## src/rtl/jpeg_unpack_idct_pkg.sv

```systemverilog
// Shared types for the packed-row unpack + inverse Haar path: lane geometry,
// FSM states, the widened coefficient type and the u8 clamp helpers.
package jpeg_unpack_idct_pkg;

    localparam int FIELD_W  = 8;
    localparam int N_FIELDS = 6;
    localparam int LANE_W   = FIELD_W * N_FIELDS;
    localparam int N_LANES  = 8;
    localparam int COEF_W   = 11;

    typedef enum logic [2:0] {IDLE, S1, S2, S3, OUT} state_t;

    typedef logic signed [COEF_W-1:0] coef_t;

    function automatic logic [FIELD_W-1:0] get_field(input logic [LANE_W-1:0] w,
                                                     input logic [2:0] f);
        logic [5:0] lsb;
        lsb = {f, 3'b000};
        return w[lsb +: FIELD_W];
    endfunction

    function automatic coef_t sext8(input logic [FIELD_W-1:0] b);
        return {{(COEF_W-FIELD_W){b[FIELD_W-1]}}, b};
    endfunction

    function automatic logic is_clamped(input coef_t v);
        return v[COEF_W-1] || (v > coef_t'(255));
    endfunction

    function automatic logic [7:0] clamp_u8(input coef_t v);
        if (v[COEF_W-1])
            return 8'd0;
        else if (v > coef_t'(255))
            return 8'd255;
        else
            return v[7:0];
    endfunction

endpackage

```

## src/rtl/haar_inv_bfly.sv

```systemverilog
// Inverse Haar butterfly: sum = a + b, dif = a - b.
// Latency 0 (combinational); no flow control of its own.
// Width must already cover growth; the caller guarantees no overflow.
module haar_inv_bfly #(
    parameter int W = 11
) (
    input  logic signed [W-1:0] a,
    input  logic signed [W-1:0] b,
    output logic signed [W-1:0] sum,
    output logic signed [W-1:0] dif
);

    assign sum = a + b;
    assign dif = a - b;

endmodule

```

## src/rtl/jpeg_unpack_idct.sv

```systemverilog
// Unpacks eight lane words, runs a 3-stage inverse Haar and emits 8 clamped pixels.
// Latency: accept at edge T, out_valid at T+3; single block in flight.
// Backpressure: in_ready only in IDLE; result held in OUT until out_ready.
module jpeg_unpack_idct
    import jpeg_unpack_idct_pkg::*;
#(
    parameter int COEF_FIELD = 5,
    parameter bit CHECK_EN   = 1'b1
) (
    input  logic        clk,
    input  logic        rst,
    input  logic [47:0] y11,
    input  logic [47:0] y21,
    input  logic [47:0] y31,
    input  logic [47:0] y41,
    input  logic [47:0] y51,
    input  logic [47:0] y61,
    input  logic [47:0] y71,
    input  logic [47:0] y81,
    input  logic        in_valid,
    output logic        in_ready,
    output logic [63:0] pix_out,
    output logic        out_valid,
    input  logic        out_ready,
    output logic        mismatch,
    output logic        sat_flag
);

    state_t             state, state_nxt;
    logic [LANE_W-1:0]  lanes [N_LANES];
    coef_t              coef  [N_LANES];
    logic [7:0]         raw   [N_LANES];
    coef_t              sr    [4];
    coef_t              lhs [4], rhs [4], sum [4], dif [4];
    coef_t              pv    [N_LANES];
    logic [63:0]        pix_nxt;
    logic               sat_nxt, mis_nxt;

    assign lanes[0] = y11;
    assign lanes[1] = y21;
    assign lanes[2] = y31;
    assign lanes[3] = y41;
    assign lanes[4] = y51;
    assign lanes[5] = y61;
    assign lanes[6] = y71;
    assign lanes[7] = y81;

    always_ff @(posedge clk or posedge rst) begin
        if (rst)
            state <= IDLE;
        else
            state <= state_nxt;
    end

    always_comb begin
        state_nxt = state;
        case (state)
            IDLE:    if (in_valid) state_nxt = S1;
            S1:      state_nxt = S2;
            S2:      state_nxt = S3;
            S3:      state_nxt = OUT;
            OUT:     if (out_ready) state_nxt = IDLE;
            default: state_nxt = IDLE;
        endcase
    end

    always_comb begin
        in_ready  = (state == IDLE);
        out_valid = (state == OUT);
    end

    // The four butterflies are shared by all stages; the state picks operands.
    always_comb begin
        for (int k = 0; k < 4; k++) begin
            lhs[k] = sr[k];
            rhs[k] = '0;
        end
        case (state)
            S1: begin
                lhs[0] = coef[0];
                rhs[0] = coef[1];
            end
            S2: begin
                rhs[0] = coef[2];
                rhs[1] = coef[3];
            end
            S3: begin
                for (int k = 0; k < 4; k++)
                    rhs[k] = coef[4+k];
            end
            default: ;
        endcase
    end

    for (genvar k = 0; k < 4; k++) begin : g_bfly
        haar_inv_bfly #(.W(COEF_W)) u_bfly (
            .a   (lhs[k]),
            .b   (rhs[k]),
            .sum (sum[k]),
            .dif (dif[k])
        );
    end

    always_comb begin
        pix_nxt = '0;
        sat_nxt = 1'b0;
        mis_nxt = 1'b0;
        for (int k = 0; k < 4; k++) begin
            pv[2*k]   = sum[k];
            pv[2*k+1] = dif[k];
        end
        for (int j = 0; j < N_LANES; j++) begin
            pix_nxt[j*8 +: 8] = clamp_u8(pv[j]);
            sat_nxt           = sat_nxt | is_clamped(pv[j]);
            mis_nxt           = mis_nxt | (clamp_u8(pv[j]) != raw[j]);
        end
        mis_nxt = mis_nxt & CHECK_EN;
    end

    always_ff @(posedge clk or posedge rst) begin
        if (rst) begin
            for (int i = 0; i < N_LANES; i++) begin
                coef[i] <= '0;
                raw[i]  <= '0;
            end
            for (int k = 0; k < 4; k++)
                sr[k] <= '0;
            pix_out  <= '0;
            sat_flag <= 1'b0;
            mismatch <= 1'b0;
        end else begin
            case (state)
                IDLE: begin
                    if (in_valid) begin
                        for (int i = 0; i < N_LANES; i++) begin
                            coef[i] <= sext8(get_field(lanes[i], 3'(COEF_FIELD)));
                            raw[i]  <= lanes[i][7:0];
                        end
                    end
                end
                S1: begin
                    sr[0] <= sum[0];
                    sr[1] <= dif[0];
                end
                S2: begin
                    sr[0] <= sum[0];
                    sr[1] <= dif[0];
                    sr[2] <= sum[1];
                    sr[3] <= dif[1];
                end
                S3: begin
                    pix_out  <= pix_nxt;
                    sat_flag <= sat_nxt;
                    mismatch <= mis_nxt;
                end
                default: ;
            endcase
        end
    end

endmodule

```

## config.mk

```make
export PLATFORM = sky130hd
export DESIGN_NAME = jpeg_unpack_idct
export DESIGN_NICKNAME = d
export VERILOG_FILES = /design/src/rtl/jpeg_unpack_idct_pkg.sv /design/src/rtl/haar_inv_bfly.sv /design/src/rtl/jpeg_unpack_idct.sv
export SDC_FILE = /design/constraint.sdc
export NUM_CORES = 1
export LEC_CHECK = 0
export CAP_MARGIN = 10
export CORE_ASPECT_RATIO = 0.8
export CORE_MARGIN = 3
export CORE_UTILIZATION = 43
export CTS_BUF_LIST = sky130_fd_sc_hd__clkbuf_16
export DETAILED_ROUTE_END_ITERATION = 8
export PLACE_DENSITY = 0.73
export SYNTH_ARGS = -nofsm -noshare
export SYNTH_HDL_FRONTEND = slang
export SYNTH_SLANG_ARGS = --single-unit
```

## constraint.sdc

```tcl
create_clock -name clk -period 12.1 [get_ports clk]
set_input_delay 2.42 -clock clk [delete_from_list [all_inputs] [get_ports clk]]
set_output_delay 2.42 -clock clk [all_outputs]
set_load 0.02 [all_outputs]
```

==> results.sh, run 1 <==
export IMPL_timing_final_crit_period_ns=6.720
export IMPL_ys_flop_type="dfrtp_1"
export IMPL_grt_pass1_wl_um=73150
export IMPL_setup_slack_ns=5.380
export IMPL_hpwlAfterDp_um=35400
export IMPL_synth_area_top_cells="dfrtp_1, mux2_2, ha_1"
export IMPL_hold_viol_final=0
export IMPL_start_util_pct=43.80
export IMPL_tightest_slew_ns=1.230
export IMPL_slew_limit_headroom_pct=16.91
export IMPL_cts_tree="done"
export IMPL_path_class="reg -> reg"
export IMPL_synth_edf_count=0
export IMPL_ff2ff_path_depth=15
export IMPL_fp_dieH_um=177.3
export IMPL_area_growth_pct=20.84
export IMPL_syn_nets=2158
export IMPL_use_met2_pct=37.05
export IMPL_ys_async_sr_fraction_pct=100.0
export IMPL_critical_path_arrival_ns=7.15
export IMPL_ant_nets=0
export IMPL_fin_cells=2338
export IMPL_synth_top_cell_area_share_pct=37.94
export IMPL_synth_cells=1676
export IMPL_outcome="finished, final reports clean"
export IMPL_grt_pass1_vias=13130
export IMPL_dp_cells=2288
export IMPL_start_kind="flip-flop"
export IMPL_num_vias=13610
export IMPL_r2r_setup_slack_ns=5.38
export IMPL_crit_fanout=22
export IMPL_ctsHoldBuffers=0
export IMPL_first_pass_iters=5
export IMPL_post_cts_buffers=0
export IMPL_fin_crit_sh_pct=55.54
export IMPL_cts_sinks=239
export IMPL_fp_dieArea_mm2=0.03901
export IMPL_required_ns=12.53
export IMPL_r2r_end="mismatch"
export IMPL_hold_class="reg -> reg"
export IMPL_gr_max_usage_layer="met2"
export IMPL_wl_um=47250
export IMPL_layout_common_cells="dfrtp_1, nand2_1, clkdlybuf4s50_1, mux2_2, o21ai_0"
export IMPL_ys_warn_count=0
export IMPL_cts_root_buffer="clkbuf_16"
export IMPL_ctsHtreeMaxLevel=1
export IMPL_fillers=3250
export IMPL_maxCapViolations=0
export IMPL_clockBufferDepth=3
export IMPL_syn_area_mm2=0.01576
export IMPL_ioPinCount=456
export IMPL_worstReg2RegStart="state[0]"
export IMPL_post_place_ws_ns=5.455
export IMPL_ctsResizeCount=0
export IMPL_ys_ff_latch=239
export IMPL_worstHoldPathCells=2
export IMPL_drive_above_1_share_pct=12.18
export IMPL_post_route_util_pct=52.92
export IMPL_max_freq_mhz=148.8
export IMPL_setup_viol=0
export IMPL_layout_cells_most_common="dfrtp_1"
export IMPL_cts_buffers_inserted=26
export IMPL_final_nets=2318
export IMPL_grt_max_degree=119
export IMPL_seq_area_frac_synth_pct=37.94
export IMPL_place_gp_congestion=0.9313
export IMPL_rows=62
export IMPL_holdCritStartpoint="pix_out[54]"
export IMPL_maxSlewViolCount=0
export IMPL_setup_tns_ns=0
export IMPL_synth_cell_types=97
export IMPL_port_buffers=199
export IMPL_wire_per_inst_um=20.21
export IMPL_endpoint_kind="flip-flop"
export IMPL_routed_via_density=5.822
export IMPL_drc=0
export IMPL_drt_first_iter_violations=1308
export IMPL_cts_clk_slew_worst_paths_ns=0.06
export IMPL_antenna_found_initial=1
export IMPL_rsz0062_at_grt="false"
export IMPL_hold_end="pix_out[54]"
export IMPL_clk_latency_ns=0.56
export IMPL_met1_usage_pct=33.71
export IMPL_yosysTopAreaCell="dfrtp_1"
export IMPL_grt_use_met3_pct=5.217
export IMPL_syn_avg_cell_area_um2=9.406
export IMPL_grt_ovfl_total=0
export IMPL_skew_ns=0.02872
export IMPL_coreArea_mm2=0.03599
export IMPL_die_w_um=220.1
export IMPL_grtUsageTotal_pct=23.83
-- cells by family after synthesis --
| kind of cell | Yosys count | synth area share [%] |
|---|---|---|
| AO/OA/AOI/OAI | 453 | 20.14 |
| XOR/XNOR | 64 | 3.818 |
| adder cells (fa/ha/maj) | 94 | 7.842 |
| buffers and inverters | 169 | 4.191 |
| flip-flops | 239 | 37.94 |
| multiplexers | 147 | 10.43 |
| AND/OR/NAND/NOR | 510 | 15.64 |
-- cell type report --
class	count	area, µm²	area share [%]
Antenna cell	2	5.005	0.02627
Clock buffer	27	675.6	3.547
Clock inverter	21	224.0	1.176
Inverter	90	345.3	1.813
Multi-Input combinational cell	1268	9136	47.96
Sequential cell	239	5981	31.40
Tap cell	480	600.6	3.153
Timing Repair Buffer	211	2082	10.93
-- sequential cells by signal, summed over array words and instances (netlist names) --
| signal | flops |
|---|---|
| lhs | 31 |
| sr | 11 |
| pix_out | 64 |
| state | 3 |
| sat_flag | 1 |
| mismatch | 1 |
| raw | 64 |
| coef | 64 |
-- how the worst max path moves through the flow --
stage,cells past startpoint,startpoint,end,slack [ns]
finish,15,state[0],mismatch,5.38
detailed placement,15,state[0],mismatch,5.45
floorplan,1,rst,coef[0],3.12
global placement,15,state[0],mismatch,5.68
CTS,15,state[0],mismatch,5.42
global route,15,state[0],mismatch,5.09
-- synthesized netlist by cell type (all sizes together), types with 8 or more instances --
| master | n |
|---|---|
| xor2 | 22 |
| o21bai | 11 |
| or3 | 11 |
| xnor2 | 42 |
| a21o | 43 |
| mux2i | 9 |
| nor3 | 33 |
| nor4 | 20 |
| o21ai | 113 |
| buf | 18 |
| o21a | 12 |
| and2 | 10 |
| o31ai | 17 |
| a21oi | 75 |
| nor2b | 24 |
| fa | 8 |
| nor2 | 81 |
| mux2 | 138 |
| inv | 90 |
| clkbuf | 61 |
| nand4 | 13 |
| nand2 | 221 |
| nand3 | 22 |
| o211ai | 18 |
| ha | 86 |
| and3 | 15 |
| a211o | 9 |
| a31oi | 17 |
| nor3b | 8 |
| dfrtp | 239 |
| a211oi | 29 |
| nand2b | 19 |
| a22oi | 10 |
-- stage by stage --
stage	instance area, µm²	hold slack (ns)
after floorplan	15760	0.4460
after global placement	18140	0.4519
after detailed placement	18140	0.4557
after CTS	19040	0.4761
after global routing	19040	0.4936
final	19050	0.4705
-- worst max-delay path: stages (launching register included) --
cell and delay (ns):
dfrtp_1 0.90, nor2b_1 0.73, and2_1 0.60, mux2_2 0.43, ha_1 0.48, nor2_1 0.11, a221oi_1 0.36, nand2_1 0.16
a311o_1 0.38, a31oi_2 0.18, buf_4 0.27, a21oi_1 0.11, o41ai_1 1.11, o2111ai_1 0.31, nor4_2 0.36, a21oi_1 0.10
-- layer usage --
| layer | part of all wire, % | up-vias |
|---|---|---|
| met5 | 0.019 | - |
| met4 | 2.6 | 2 |
| met3 | 8.1 | 74 |
| met2 | 44 | 518 |
| met1 | 46 | 6622 |
| li1 | - | 6395 |
Power of run 1 is left out: the tool's default activity adds up to more than one toggle a clock period on the data nets, which glitch-free logic cannot reach.
==> run 2: changes to the inputs <==
PLACE_DENSITY = 0.76   (was 0.73)
clock period = 5.8 ns   (was 12.1 ns; I/O delays follow)
==> run 2 against run 1 <==
  * Clock-buffer cell count is the same
  * Critical path type unchanged
  * Register-to-register slack lost 5.1 ns
  * Hold slack better by 0.0055 ns
  * Largest cell class unchanged
  * Critical path depth grew 1
  * Setup slack got worse by 5.1 ns
==> results.sh, run 2 (synthesis results as in run 1) <==
export IMPL_outcome="finished, final reports clean"
export IMPL_crit_path_cell_trace="nor2b_1 -> and2_1 -> nand2_1 -> inv_1 -> fa_1 -> and2b_1 -> o2111ai_1 -> a31oi_1 -> o41a_2 -> xor2_1 -> mux2i_1 -> or4_1 -> nor4_1 -> nand4_1 -> nor4_2 -> a21oi_1"
export IMPL_final_nets=2337
export IMPL_cts_root_buffer="clkbuf_16"
export IMPL_top_regs="coef x64, pix_out x64, raw x64"
export IMPL_ff2ff_path_depth=16
export IMPL_hold_class="reg -> reg"
export IMPL_grt_ovfl_total=0
export IMPL_ctsHtreeMaxLevel=1
export IMPL_cts_buffers_inserted=26
export IMPL_num_vias=13760
export IMPL_start_kind="flip-flop"
export IMPL_holdCritStartpoint="sr[36]"
export IMPL_max_stage_delay_ns=0.79
export IMPL_endpoint="mismatch"
export IMPL_maxSlewViolCount=0
export IMPL_seqCellArea_mm2=0.005981
export IMPL_multi_input_comb_area_mm2=0.009144
export IMPL_rows=62
export IMPL_crit_fanout=15
export IMPL_clk_latency_ns=0.56
export IMPL_slew_limit_headroom_pct=24.47
export IMPL_cts_clk_slew_worst_paths_ns=0.07
export IMPL_clockBufferDepth=3
export IMPL_startpoint="state[2]"
export IMPL_cts_tree="done"
export IMPL_crit_slowest_cell="and2_1"
export IMPL_ctsHoldBuffers=0
export IMPL_cp_depth=16
export IMPL_worstReg2RegStart="state[2]"
export IMPL_cts_sinks=239
export IMPL_drc=0
export IMPL_setup_slack_ns=0.2637
export IMPL_post_cts_buffers=0
export IMPL_maxCapViolations=0
export IMPL_die_w_um=220.1
export IMPL_r2r_setup_slack_ns=0.26
export IMPL_ant_nets=0
export IMPL_ctsResizeCount=0
export IMPL_fp_dieArea_mm2=0.03901
export IMPL_fin_crit_sh_pct=95.45
export IMPL_required_ns=6.22
export IMPL_ioPinCount=456
export IMPL_endpoint_kind="flip-flop"
export IMPL_r2r_end="mismatch"
export IMPL_drive_above_1_share_pct=13.01
export IMPL_skew_ns=0.02323
export IMPL_wl_um=47960
export IMPL_grt_pass1_vias=13450
export IMPL_critical_path_arrival_ns=5.95
export IMPL_path_class="reg -> reg"
export IMPL_crit_family="simple AND/OR/NAND/NOR gates"
export IMPL_dp_cells=2306
export IMPL_tightest_slew_ns=1.133
export IMPL_rsz0062_at_grt="false"
export IMPL_wire_per_inst_um=20.36
export IMPL_hpwlAfterDp_um=36790
export IMPL_routed_via_density=5.845
export IMPL_coreArea_mm2=0.03599
export IMPL_place_gp_congestion=0.9100
export IMPL_setup_viol=0
export IMPL_drt_first_iter_violations=1222
export IMPL_post_place_ws_ns=0.2906
export IMPL_antenna_found_initial=2
export IMPL_fin_cells=2355
export IMPL_area_growth_pct=21.64
export IMPL_timing_final_crit_period_ns=5.536
export IMPL_grt_max_degree=105
export IMPL_layout_cells_most_common="dfrtp_1"
export IMPL_setup_tns_ns=0
export IMPL_fillers=3288
export IMPL_fp_dieH_um=177.3
export IMPL_hold_viol_final=0
export IMPL_layout_common_cells="dfrtp_1, nand2_1, clkdlybuf4s50_1, mux2_2, o21ai_0"
export IMPL_max_freq_mhz=180.6
export IMPL_cp_buffers_inverters=1
export IMPL_place_area_mm2=0.01830
export IMPL_port_buffers=199
export IMPL_grtUsageTotal_pct=24.36
export IMPL_grt_pass1_wl_um=74970
export IMPL_antenna_cells=0
export IMPL_fin_area_mm2=0.01917
export IMPL_start_util_pct=43.80
export IMPL_first_pass_iters=6
-- run 2: cell types whose count changed in the layout (fill, tap and decap cells not counted), sizes merged --
cell and change:
bufinv -2, diode -2, inv +1, clkinvlp +1, buf +19
-- run 2: stage by stage --
step           util [%]  hold slack [ns]
2_1_floorplan         -           0.4460
3_3_place_gp      50.84           0.4574
3_5_place_dp      50.84           0.4607
4_1_cts           53.21           0.4743
5_1_grt           53.27           0.4946
6_report          53.27           0.4760
-- run 2: worst min-delay path, cell delays in order, from the launching register on --
cell	delay (ns)
dfrtp_1	0.34
nand2_1	0.04
o21ai_0	0.06
-- run 2: worst min-delay path by stage --
stage | end | cells past startpoint | slack [ns]
final | sr[36] | 2 | 0.48
after global routing | pix_out[54] | 2 | 0.49
after CTS | pix_out[51] | 2 | 0.47
after floorplan | sr[34] | 2 | 0.45
after global placement | sr[34] | 2 | 0.46
after detailed placement | pix_out[51] | 2 | 0.46
-- run 2: layout make-up --
class | instances | share of cell area (%)
multi-input cells | 1268 | 47.69
flip-flops and latches | 239 | 31.19
repair buffers | 230 | 11.77
clock buffers | 27 | 3.524
well taps | 480 | 3.132
inverters | 90 | 1.781
clock inverters | 21 | 0.9135
-- run 2: layer usage --
metal | track usage [%] | vias up | wire length (µm)
met5 | 0 | - | 23
met4 | 6.785 | 4 | 1373
met3 | 4.994 | 95 | 3970
met2 | 37.34 | 579 | 20730
met1 | 34.99 | 6669 | 21860
li1 | - | 6417 | -
Power of run 2 is left out for the same reason.
